## src/rtl/rs_codeword_collector.sv

```systemverilog
`default_nettype none
// ============================================================================
// Module   : rs_codeword_collector
// Purpose  : Collects a stream of GF(2^8) symbols into complete N-symbol
//            Reed-Solomon codewords for the syndrome stage. Two ping-pong
//            buffers let one codeword fill while the other is presented.
//            Frame 0th symbol lands in the MSBs, last symbol in the LSBs.
// Ports    :
//   clk        in   rising-edge clock
//   rst_n      in   asynchronous active-low reset
//   sym_in     in   received symbol
//   sym_valid  in   sym_in valid this cycle
//   sym_sop    in   sym_in is first symbol of a codeword (with sym_valid)
//   sym_ready  out  block accepts a symbol this cycle (registered)
//   cw_out     out  assembled codeword (N*SYMBOL_WIDTH bits)
//   cw_valid   out  cw_out holds a complete codeword
//   cw_ready   in   downstream accepts cw_out
//   err_short  out  1-cycle pulse: partial frame discarded by early sop
//   err_nosop  out  1-cycle pulse: symbol dropped, no frame open
// Notes    : N must be at least 2.
// Revision : 1.0 - initial release
// ============================================================================
module rs_codeword_collector #(
  parameter int N            = 18,
  parameter int SYMBOL_WIDTH = 8
) (
  input  logic                         clk,
  input  logic                         rst_n,
  input  logic [SYMBOL_WIDTH-1:0]      sym_in,
  input  logic                         sym_valid,
  input  logic                         sym_sop,
  output logic                         sym_ready,
  output logic [N*SYMBOL_WIDTH-1:0]    cw_out,
  output logic                         cw_valid,
  input  logic                         cw_ready,
  output logic                         err_short,
  output logic                         err_nosop
);

  localparam int                c_cnt_w    = (N > 1) ? $clog2(N) : 1;
  localparam logic [c_cnt_w-1:0] c_last_idx = c_cnt_w'(N - 1);
  localparam logic [c_cnt_w-1:0] c_one      = c_cnt_w'(1);

  typedef enum logic [1:0] {
    BUF_EMPTY   = 2'd0,
    BUF_FILLING = 2'd1,
    BUF_FULL    = 2'd2
  } buf_state_t;

  // Per-buffer state and storage. Slot s holds the symbol that ends up at
  // cw_out[s*SYMBOL_WIDTH +: SYMBOL_WIDTH], so frame symbol k goes to slot N-1-k.
  buf_state_t                r_state     [2];
  buf_state_t                w_state_nxt [2];
  logic [SYMBOL_WIDTH-1:0]   r_sym       [2][N];

  logic                      r_wsel, w_wsel_nxt;
  logic                      r_rsel, w_rsel_nxt;
  logic [c_cnt_w-1:0]        r_cnt, w_cnt_nxt;
  logic                      r_sym_ready, w_sym_ready_nxt;
  logic                      r_err_short, w_err_short_nxt;
  logic                      r_err_nosop, w_err_nosop_nxt;

  logic                      w_in_xfer;
  logic                      w_out_xfer;
  logic                      w_wr_en;
  logic [c_cnt_w-1:0]        w_slot;

  assign w_in_xfer  = sym_valid & r_sym_ready;
  assign w_out_xfer = cw_valid & cw_ready;

  // --------------------------------------------------------------------------
  // Next-state logic for the buffer states, selects, counter and flags.
  // The read side and the fill side always touch different buffers when both
  // are active: a buffer being filled is never FULL, so it cannot be presenting.
  // --------------------------------------------------------------------------
  always_comb begin
    w_state_nxt     = r_state;
    w_wsel_nxt      = r_wsel;
    w_rsel_nxt      = r_rsel;
    w_cnt_nxt       = r_cnt;
    w_err_short_nxt = 1'b0;
    w_err_nosop_nxt = 1'b0;
    w_wr_en         = 1'b0;
    w_slot          = c_last_idx - r_cnt;

    if (w_out_xfer) begin
      w_state_nxt[r_rsel] = BUF_EMPTY;
      w_rsel_nxt          = ~r_rsel;
    end

    if (w_in_xfer) begin
      if (sym_sop) begin
        // Start (or restart) a frame in the current fill buffer.
        w_wr_en              = 1'b1;
        w_slot               = c_last_idx;
        w_state_nxt[r_wsel]  = BUF_FILLING;
        w_cnt_nxt            = c_one;
        w_err_short_nxt      = (r_cnt != '0);
      end else if (r_cnt == '0) begin
        // No frame open: the symbol is dropped.
        w_err_nosop_nxt = 1'b1;
      end else begin
        w_wr_en = 1'b1;
        if (r_cnt == c_last_idx) begin
          w_state_nxt[r_wsel] = BUF_FULL;
          w_wsel_nxt          = ~r_wsel;
          w_cnt_nxt           = '0;
        end else begin
          w_state_nxt[r_wsel] = BUF_FILLING;
          w_cnt_nxt           = r_cnt + c_one;
        end
      end
    end

    // Ready for next cycle is decided from the state the buffers will be in,
    // so the output never depends combinationally on cw_ready or sym_valid.
    w_sym_ready_nxt = (w_state_nxt[w_wsel_nxt] != BUF_FULL);
  end

  // --------------------------------------------------------------------------
  // Control registers
  // --------------------------------------------------------------------------
  always_ff @(posedge clk or negedge rst_n) begin
    if (!rst_n) begin
      r_state[0]  <= BUF_EMPTY;
      r_state[1]  <= BUF_EMPTY;
      r_wsel      <= 1'b0;
      r_rsel      <= 1'b0;
      r_cnt       <= '0;
      r_sym_ready <= 1'b0;
      r_err_short <= 1'b0;
      r_err_nosop <= 1'b0;
    end else begin
      r_state[0]  <= w_state_nxt[0];
      r_state[1]  <= w_state_nxt[1];
      r_wsel      <= w_wsel_nxt;
      r_rsel      <= w_rsel_nxt;
      r_cnt       <= w_cnt_nxt;
      r_sym_ready <= w_sym_ready_nxt;
      r_err_short <= w_err_short_nxt;
      r_err_nosop <= w_err_nosop_nxt;
    end
  end

  // --------------------------------------------------------------------------
  // Symbol storage
  // --------------------------------------------------------------------------
  always_ff @(posedge clk or negedge rst_n) begin
    if (!rst_n) begin
      for (int b = 0; b < 2; b++) begin
        for (int s = 0; s < N; s++) begin
          r_sym[b][s] <= '0;
        end
      end
    end else if (w_wr_en) begin
      for (int b = 0; b < 2; b++) begin
        for (int s = 0; s < N; s++) begin
          if ((r_wsel == b[0]) && (w_slot == c_cnt_w'(s))) begin
            r_sym[b][s] <= sym_in;
          end
        end
      end
    end
  end

  // --------------------------------------------------------------------------
  // Outputs
  // --------------------------------------------------------------------------
  generate
    for (genvar s = 0; s < N; s++) begin : g_pack
      assign cw_out[s*SYMBOL_WIDTH +: SYMBOL_WIDTH] = r_sym[r_rsel][s];
    end
  endgenerate

  assign cw_valid  = (r_state[r_rsel] == BUF_FULL);
  assign sym_ready = r_sym_ready;
  assign err_short = r_err_short;
  assign err_nosop = r_err_nosop;

endmodule
`default_nettype wire

```

## config.mk

```make
export PLATFORM = sky130hd
export DESIGN_NAME = rs_codeword_collector
export DESIGN_NICKNAME = d
export VERILOG_FILES = /design/src/rtl/rs_codeword_collector.sv
export SDC_FILE = /design/constraint.sdc
export NUM_CORES = 1
export LEC_CHECK = 0
export ABC_AREA = 1
export CAP_MARGIN = 20
export CORE_MARGIN = 5
export CORE_UTILIZATION = 39
export CTS_CLUSTER_SIZE = 28
export DETAILED_ROUTE_END_ITERATION = 16
export SLEW_MARGIN = 10
export SYNTH_ARGS = -nofsm -noshare
export SYNTH_HDL_FRONTEND = slang
export SYNTH_SLANG_ARGS = --single-unit
```

## constraint.sdc

```tcl
create_clock -name clk -period 2.5 [get_ports clk]
set_input_delay 0.5 -clock clk [delete_from_list [all_inputs] [get_ports clk]]
set_output_delay 0.5 -clock clk [all_outputs]
set_load 0.02 [all_outputs]
```

# After elaboration in Yosys (flattened, before gate mapping)
# Cells that the tools add are included.
# op_classes
addsub	2
magnitude_cmp	5
n_eq_ne	21
n_mux	35
n_bitwise	15
n_reduce_logical	78
# op_table
op	n
$mux W144	3
$reduce_and A2 Y1	37
$eq A5 B4 Y1 const B	8
$logic_and A1 B1 Y1	38
$mux W5	5
$eq A5 B3 Y1 const B	4
$mux W4	5
$mux W2	8
$eq A5 B5 Y1 const B	3
$mux W1	12
$eq A5 B2 Y1 const B	2
$logic_not A5 Y1	2
$ge A2 B2 Y1 const B	3
$not A1 Y2	3
$add A5 B1 Y5 const B	1
$eq A5 B1 Y1 const B	1
$reduce_bool A5 Y1	1
$sub A5 B5 Y5 const A	1
$and A2 B2 Y2	2
$and A4 B4 Y4	1
$demux W2 S1	2
$lt A2 B1 Y1 const B	2
$ne A2 B2 Y1 const B	2
$not A2 Y2	2
other kinds (5)	8
# totals
regBits	302
elab_cells	200

# Longest topological paths before layout
# Gate-level depths: netlist of the first run.
# logic_depth
ltp_word	17
ltp_mapped	13
depth_no_buf	12

# Worst setup path before layout of the first run
# Ideal clock, no wire load.
# synth_timing
path_kind	register -> register
startpoint	reg r_cnt[0]
endpoint	reg r_sym[142] in the netlist's numbering
arrival_ns	1.756
t_required_ns	2.382
slack_ns	0.625
stages_incl_launch_ff	13
path_buffers	3
period_less_slack_ns	1.875
cell_sequence	dfrtp_1 -> inv_1 -> ha_1 -> inv_1 -> nor2_1 -> nand3_2 -> nand2_4 -> nor2_8 -> buf_4 -> buf_4 -> buf_4 -> nand4_1 -> nand2_1
# synth_via
elab_chain_len	6
word_cells_on_any_way	10
classes_between	1 x add/sub; 5 x mux; 4 x reduce/logical
# synth_rtl
item	line	rtl
from (decl)	58	logic [c_cnt_w-1:0] r_cnt, w_cnt_nxt;
from (signal assigned)	138	r_cnt <= w_cnt_nxt;
$sub A5 B5 Y5	84	w_slot = c_last_idx - r_cnt;
$mux W5	92	if (sym_sop) begin
$mux W5	91	if (w_in_xfer) begin
$logic_not A5 Y1	158	if ((r_wsel == b[0]) && (w_slot == c_cnt_w'(s))) begin
$logic_and A1 B1 Y1	158	
$reduce_and A2 Y1 (no source line) *	n/a	
to (signal, indexed assignment)	159	r_sym[b][s] <= sym_in;
to (decl)	54	logic [SYMBOL_WIDTH-1:0] r_sym [2][N];
# Every way passes the cells marked *; elsewhere a longest branch is shown, timed or not.
# A chain may end at the register's enable or synchronous reset.

# Final worst setup path of the first run
# layout_timing
startpoint	reg r_rsel
endpoint	out cw_out[22]
# layout_via
elab_chain_len	4
# layout_rtl
item	line	rtl
from (decl)	57	logic r_rsel, w_rsel_nxt;
from (signal assigned)	137	r_rsel <= w_rsel_nxt;
$not A1 Y2 (implied by the code)	171	assign cw_out[s*SYMBOL_WIDTH +: SYMBOL_WIDTH] = r_sym[r_rsel][s];
$mux W144 (3 in series)	n/a	
to (decl)	33	output logic [N*SYMBOL_WIDTH-1:0] cw_out,
# No other way between the ends. The select of a mux whose other input is x is not followed.

==> results.txt, run 1 <==
Final Hold Vio Count = 0
Mapped Area = 13620 um2
top-count cell post-synth = nand2_1
Fmax = 409.7 MHz
Final Core Density = 0.4919
Die Span X = 196.9 um
post-DP HPWL = 25.84 mm
WL met1 = 18.72 mm
Leak = 9.193 nW
area of the multi-input gates = 5448 um2
met3 WL = 2.159 mm
GRT overflow = 0
clock tree buffer depth = 3
cell repeated most along the worst path = nand2_1
min cycle time layout = 2441 ps
power per cell area = 1015 nW/um2
Avg WL per Cell = 17.17 um
DR iter-0 viols = 877
area delta synth->final = 24.78%
I/O Buffers = 160
CTS tree = done
Ports = 161
global-route wire length before repair = 64.39 mm
n_diodes = 0
Final period util = 0.9763
TritonRoute pass-1 iters = 5
Clk pwr share = 0.292
net count after synthesis = 1740
register bit total from synthesis = 302
Rel. slew slack = 0.4299
RSZ-0062 raised after global routing = yes
# fillers = 3421
Final setup viols = 0
reg2reg start = r_cnt[0]
TNS Setup = 0 ps
Sw Ratio = 0.3591
Synth Instances = 1723
Avg Cell Area, Syn = 7.903 um2
CP Launch Point = r_rsel
synthesis warning total = 0
Worst R2R End = r_sym[189]
initial cell density of the core = 0.3942
Num CTS Buffers = 34
via count = 11821
sequential fraction of design power = 0.405
FFs w/ async S/R, synth = 1.000
hold crit path type = register to register
Final Cell Area = 16990 um2
cells along the critical path = buf_16, nand2_1, nand2_1, dlygate4sd2_1
Max Cap Viol = 0
drt via density = 5.020
# H-tree levels = 2
Pins Over Slew Limit = 0
sequential area share after synthesis = 0.5550
Int Pwr = 11.05 mW
CP Data Arrival Time = 1940 ps
CTS root buf = clkbuf_16
share of cells above drive strength 1 = 0.1042
critical path endpoint category = output port
worst hold start = r_sym[102]
initial antenna violation count = 0
CP max stage cell = dfrtp_4
total wire length = 40.43 mm
Nets = 1896
worst skew pair latency = 520 ps
die height = 196.9 um
post-synth top area cell = dfrtp_1
library cells used by synthesis = 27
critical path type = register to output port
Worst Hold End = r_sym[102]
crit path max fanout = 69
status = complete, no violations
CP delay by family, top = buffers and inverters
core area = 34540 um2
power consumption = 17.24 mW
R2R depth = 10
top post-synthesis cells by area = dfrtp_1 55%, nand2_1 25%, o21ai_0 5.1%
GRT Total Usage = 0.2052
clock sink count = 302
top layer in use = met4
routed length on met2 = 18.59 mm
GP Congestion = 0.8252
area share of the largest cell type after synthesis = 0.5550
Post-DP Area = 15950 um2
Net Switching = 6.193 mW
Commonest cells post-synth = 910 x nand2_1, 302 x dfrtp_1, 138 x o21ai_0
EDFF count, synth = 0
Peak VDD IR = 551.9 uV
FF/Latch Area = 7561 um2
Reg clk slew, reported paths = 60 ps
Worst Hold Depth = 2
r2r setup slk = 170 ps
Crit path largest cell delay = 510 ps
Comb pwr share = 0.303
area of the die = 38750 um2
post-route antenna net violation count = 0
vias in the first global route = 11589
Buf/Inv on CP = 2
clk_skew = 17.55 ps
Startpoint Class = register
WP data required = 2000 ps
Core Rows = 68
DR DRC count = 0
most common flop cell mapped by yosys = dfrtp_1
worst-margin pin slew = 854.3 ps
largest net degree at the start of global routing = 70
## through the flow
stage | setup WS [ps] | instances | hold slack (ps)
6_report | 59.26 | 2355 | 468.7
2_1_floorplan | 625.4 | 1723 | 204.4
3_5_place_dp | -16.85 | 2292 | 458.5
3_3_place_gp | 28.94 | 2292 | 453.1
4_1_cts | -223.5 | 2352 | 472.6
5_1_grt | -18.75 | 2355 | 482.2
## flip-flops by register name, summed over array words and instances, names as in the netlist
name and count:
err_nosop 1, err_short 1, r_cnt 5, r_sym 288, r_rsel 1, r_wsel 1, sym_ready 1, r_state 4
## power groups by stage
stage / Combinational (mW) / Clock (mW) / Sequential [mW]
2_1_floorplan: 3.38 / 0 / 6.86
3_3_place_gp: 5.41 / 0 / 7.00
3_5_place_dp: 5.51 / 0 / 7.03
4_1_cts: 5.31 / 5.14 / 6.96
5_1_grt: 5.88 / 5.34 / 7.14
6_report: 5.23 / 5.03 / 6.98
## metal layers
| layer | global-route usage | vias to the layer above |
|---|---|---|
| li1 | - | 5779 |
| met2 | 0.3282 | 318 |
| met4 | 0.05316 | 0 |
| met3 | 0.03162 | 67 |
| met5 | 0 | - |
| met1 | 0.2944 | 5657 |
## cell families after synthesis
family                   after synthesis  share of synthesized area
AO/OA/AOI/OAI                        173                    0.06414
adder cells (fa/ha/maj)                4                   0.003676
flip-flops                           302                     0.5550
AND/OR/NAND/NOR                     1099                     0.3323
buffers and inverters                145                    0.04493
## area by class of cell
class | count | area share
clock buffers | 46 | 0.05692
clock inverters | 11 | 0.009205
inverters | 33 | 0.008027
multi-input cells | 1276 | 0.3206
flip-flops and latches | 302 | 0.4450
well taps | 455 | 0.03351
repair buffers | 232 | 0.1267
## layout by cell type (no fill, tap or decap), drive strengths merged, types with 3 or more instances in the layout
cell type / count
a21oi: 5
buf: 73
bufinv: 3
clkbuf: 80
clkdlybuf4s15: 39
clkdlybuf4s50: 14
clkinv: 8
dfrtp: 302
dlygate4sd2: 66
dlymetal6s2s: 4
ha: 4
inv: 33
nand2: 914
nand3: 101
nand4: 51
nor2: 28
o21ai: 166
## tightest hold or removal path, stage by stage (launching register included)
cell	delay, ps
dfrtp_1	340
nand2_1	50
nand2_1	50
## worst max-delay path by stage
stage | end | slack [ps] | cells past startpoint
after floorplan | r_sym[142] | 630 | 12
after global placement | r_sym[45] | 30 | 9
after detailed placement | r_sym[142] | -20 | 8
after CTS | cw_out[42] | -220 | 4
after global routing | cw_out[79] | -20 | 4
final | cw_out[22] | 60 | 4
## repair_timing
item                                   4_1_cts  5_1_grt
gates resized for setup                    198       77
setup buffers                                0        2
endpoints found under the hold margin       47        0
setup endpoints to repair                  144       86
hold buffers                                 1        0
gates cloned                                 2        1
No activity file was read; power rests on OpenSTA's default activity.
==> run 2, diff against run 1 <==
- CTS_CLUSTER_SIZE: 28 -> 40
==> results of run 2 <==
Final layout, timing and power as in run 1 (identical DEF).
==> run 3, diff against run 2 <==
- CORE_MARGIN: 5 -> 8
==> run 3 against run 2 <==
The run now ends with negative hold slack left. Register-to-register slack gained 150 ps. Flip-flop and latch count unchanged. Sequential share of layout area grew 0.50 points. Routed wire length grew 2.1%. Worst hold slack got worse by 510 ps. Global-route usage shrank 0.65 points. Via count up 1.6%. Core utilization fell by 0.43 points. Sequential power about the same.
==> results.txt, run 3 (synthesis results as in run 1) <==
status = complete, but fails checks
failing checks = negative hold slack
Crit path largest cell delay = 510 ps (about the same)
placed insts = 2302 (+0.44%)
R2R depth = 12 (+2)
Non-Filler Instances = 2366 (+0.47%)
worst skew pair latency = 520 ps (about the same)
Final Hold Vio Count = 15 (+15)
Worst Slack Setup Final = 23.53 ps (-35.73 ps)
die height = 202.9 um (+3.0%)
drt via density = 5.076 (+1.1%)
Final period util = 0.9906 (+0.01429)
Max Cap Viol = 0 (unchanged)
TritonRoute pass-1 iters = 7 (+2)
worst-margin pin slew = 665.1 ps (-189.1 ps)
CTS root buf = clkbuf_16
CP Data Arrival Time = 1980 ps (+40 ps)
Die Span X = 202.9 um (+3.0%)
area of the die = 41150 um2 (+6.2%)
clk_skew = 22.32 ps (+4.771 ps)
initial antenna violation count = 0 (unchanged)
crit path max fanout = 30 (-57%)
Avg WL per Cell = 17.45 um (+1.6%)
RSZ-0062 raised after global routing = yes
CP max stage cell = dfrtp_4
Core Rows = 68 (unchanged)
GP Congestion = 0.8252 (unchanged)
cell repeated most along the worst path = buf_4
core area = 34460 um2 (-0.25%)
area of the multi-input gates = 5448 um2 (unchanged)
DR iter-0 viols = 995 (+13%)
cells along the critical path = buf_4, buf_12, buf_16, nand3_1, o31ai_1, buf_4
initial cell density of the core = 0.3952 (+0.0009733)
area delta synth->final = 23.39%
# fillers = 3429 (+0.23%)
power per cell area = 1031 nW/um2 (+1.6%)
largest net degree at the start of global routing = 79 (+13%)
worst hold slack = -42.22 ps (-510.9 ps)
Top reg by flops = r_sym
Pins Over Slew Limit = 0 (unchanged)
Final Cell Area = 16800 um2 (-1.1%)
share of cells above drive strength 1 = 0.1361 (+0.03192)
GRT Total Usage = 0.1986 (-0.006538)
critical path endpoint category = output port
Final setup viols = 0 (unchanged)
vias in the first global route = 11683 (+0.81%)
Largest register FFs = 288 (unchanged)
Post-DP Area = 16030 um2 (+0.49%)
reg2reg start = r_cnt[1]
Fmax = 403.8 MHz (-1.4%)
WP data required = 2000 ps (about the same)
Setup WS pre-CTS = 10.75 ps (+27.60 ps)
GRT overflow = 0 (unchanged)
Worst R2R End = r_sym[95]
post-DP HPWL = 26.49 mm (+2.5%)
Peak VDD IR = 499.6 uV (-9.5%)
CTS tree = done
DR DRC count = 0 (unchanged)
commonest non-fill, non-tap cell in the layout = nand2_1
commonest non-fill, non-tap cells in the layout = 910 x nand2_1, 301 x dfrtp_1, 138 x o21ai_0
Rel. slew slack = 0.5566 (+0.1267)
Num CTS Buffers = 35 (+2.9%)
Reg clk slew, reported paths = 60 ps (about the same)
clock sink count = 302 (unchanged)
Nets = 1905 (+0.47%)
clock tree buffer depth = 3 (unchanged)
FF/Latch Area = 7561 um2 (unchanged)
Leak = 9.046 nW (-1.6%)
total wire length = 41.28 mm (+2.1%)
Ports = 161 (unchanged)
r2r setup slk = 320 ps (+150 ps)
hold crit path type = input pin to async pin
I/O Buffers = 160 (unchanged)
power consumption = 17.33 mW (+0.48%)
critical path type = register to output port
global-route wire length before repair = 66.04 mm (+2.6%)
# H-tree levels = 2 (unchanged)
Top Registers = r_sym x288, r_cnt x5, r_state x4
via count = 12010 (+1.6%)
TNS Setup = 0 ps (unchanged)
Startpoint Class = register
min cycle time layout = 2476 ps (+35.73 ps)
post-route antenna net violation count = 0 (unchanged)
-- run 3: changes by cell type in the layout (fill, tap and decap cells not counted), sizes merged, moves of 4 or more --
cell | before | now
buf | 73 | 94
clkbuf | 80 | 127
clkdlybuf4s15 | 39 | 24
clkinv | 8 | 3
dlygate4sd2 | 66 | 30
dlymetal6s2s | 4 | 0
inv | 33 | 37
-- run 3: through the flow --
| step | hold slack (ps) | utilization |
|---|---|---|
| finish | -42.22 | 0.4876 |
| global route | 21.26 | 0.4875 |
| CTS | 0.9399 | 0.4980 |
| detailed placement | 458.2 | 0.4653 |
| global placement | 453.6 | 0.4653 |
| floorplan | 204.4 | - |
-- run 3: power by group --
group	internal (mW)	switching (mW)
clock network	3.12	2.00
logic	1.73	3.47
registers	6.24	0.764
total	11.1	6.24
-- run 3: how the worst max path moves through the flow --
stage / start / to / slack [ps] / depth (start not counted)
floorplan: r_cnt[0] / r_sym[142] / 630 / 12
detailed placement: sym_sop / r_sym[14] / 10 / 8
finish: r_rsel / cw_valid / 20 / 6
CTS: r_rsel / cw_out[23] / -9 / 6
global route: r_rsel / cw_valid / -70 / 6
global placement: sym_valid / r_sym[97] / 100 / 9
-- run 3: worst max-delay path: cells and delay by family (launching register included) --
family / cells / cell delay [ps]
AOI/OAI and AO/OA: 1 / 130
and+or+nand+nor: 1 / 140
buffers and inverters: 4 / 670
DFF: 1 / 510
-- run 3: final cells by class --
type | count | share of cell area
Antenna cell | 1 | 0.0001489
Clock buffer | 49 | 0.06002
Timing Repair Buffer | 240 | 0.1153
Multi-Input combinational cell | 1276 | 0.3242
Inverter | 33 | 0.008117
Tap cell | 455 | 0.03388
Sequential cell | 302 | 0.4500
Clock inverter | 10 | 0.008340
-- run 3: per-layer routing --
layer,wire length (um),GRT usage,part of all wire,vias up
met1,19140,0.2837,0.46,5796
li1,-,-,-,5808
met2,18870,0.3081,0.46,338
met3,2202,0.02917,0.053,68
met4,1070,0.06190,0.026,0
met5,0,0,0,-
-- run 3: what timing repair did --
item / CTS / global route
gates cloned: 1 / 0
setup buffers: 3 / 0
endpoints found under the setup margin: 145 / 111
hold buffers: 0 / 0
resized for setup: 231 / 152
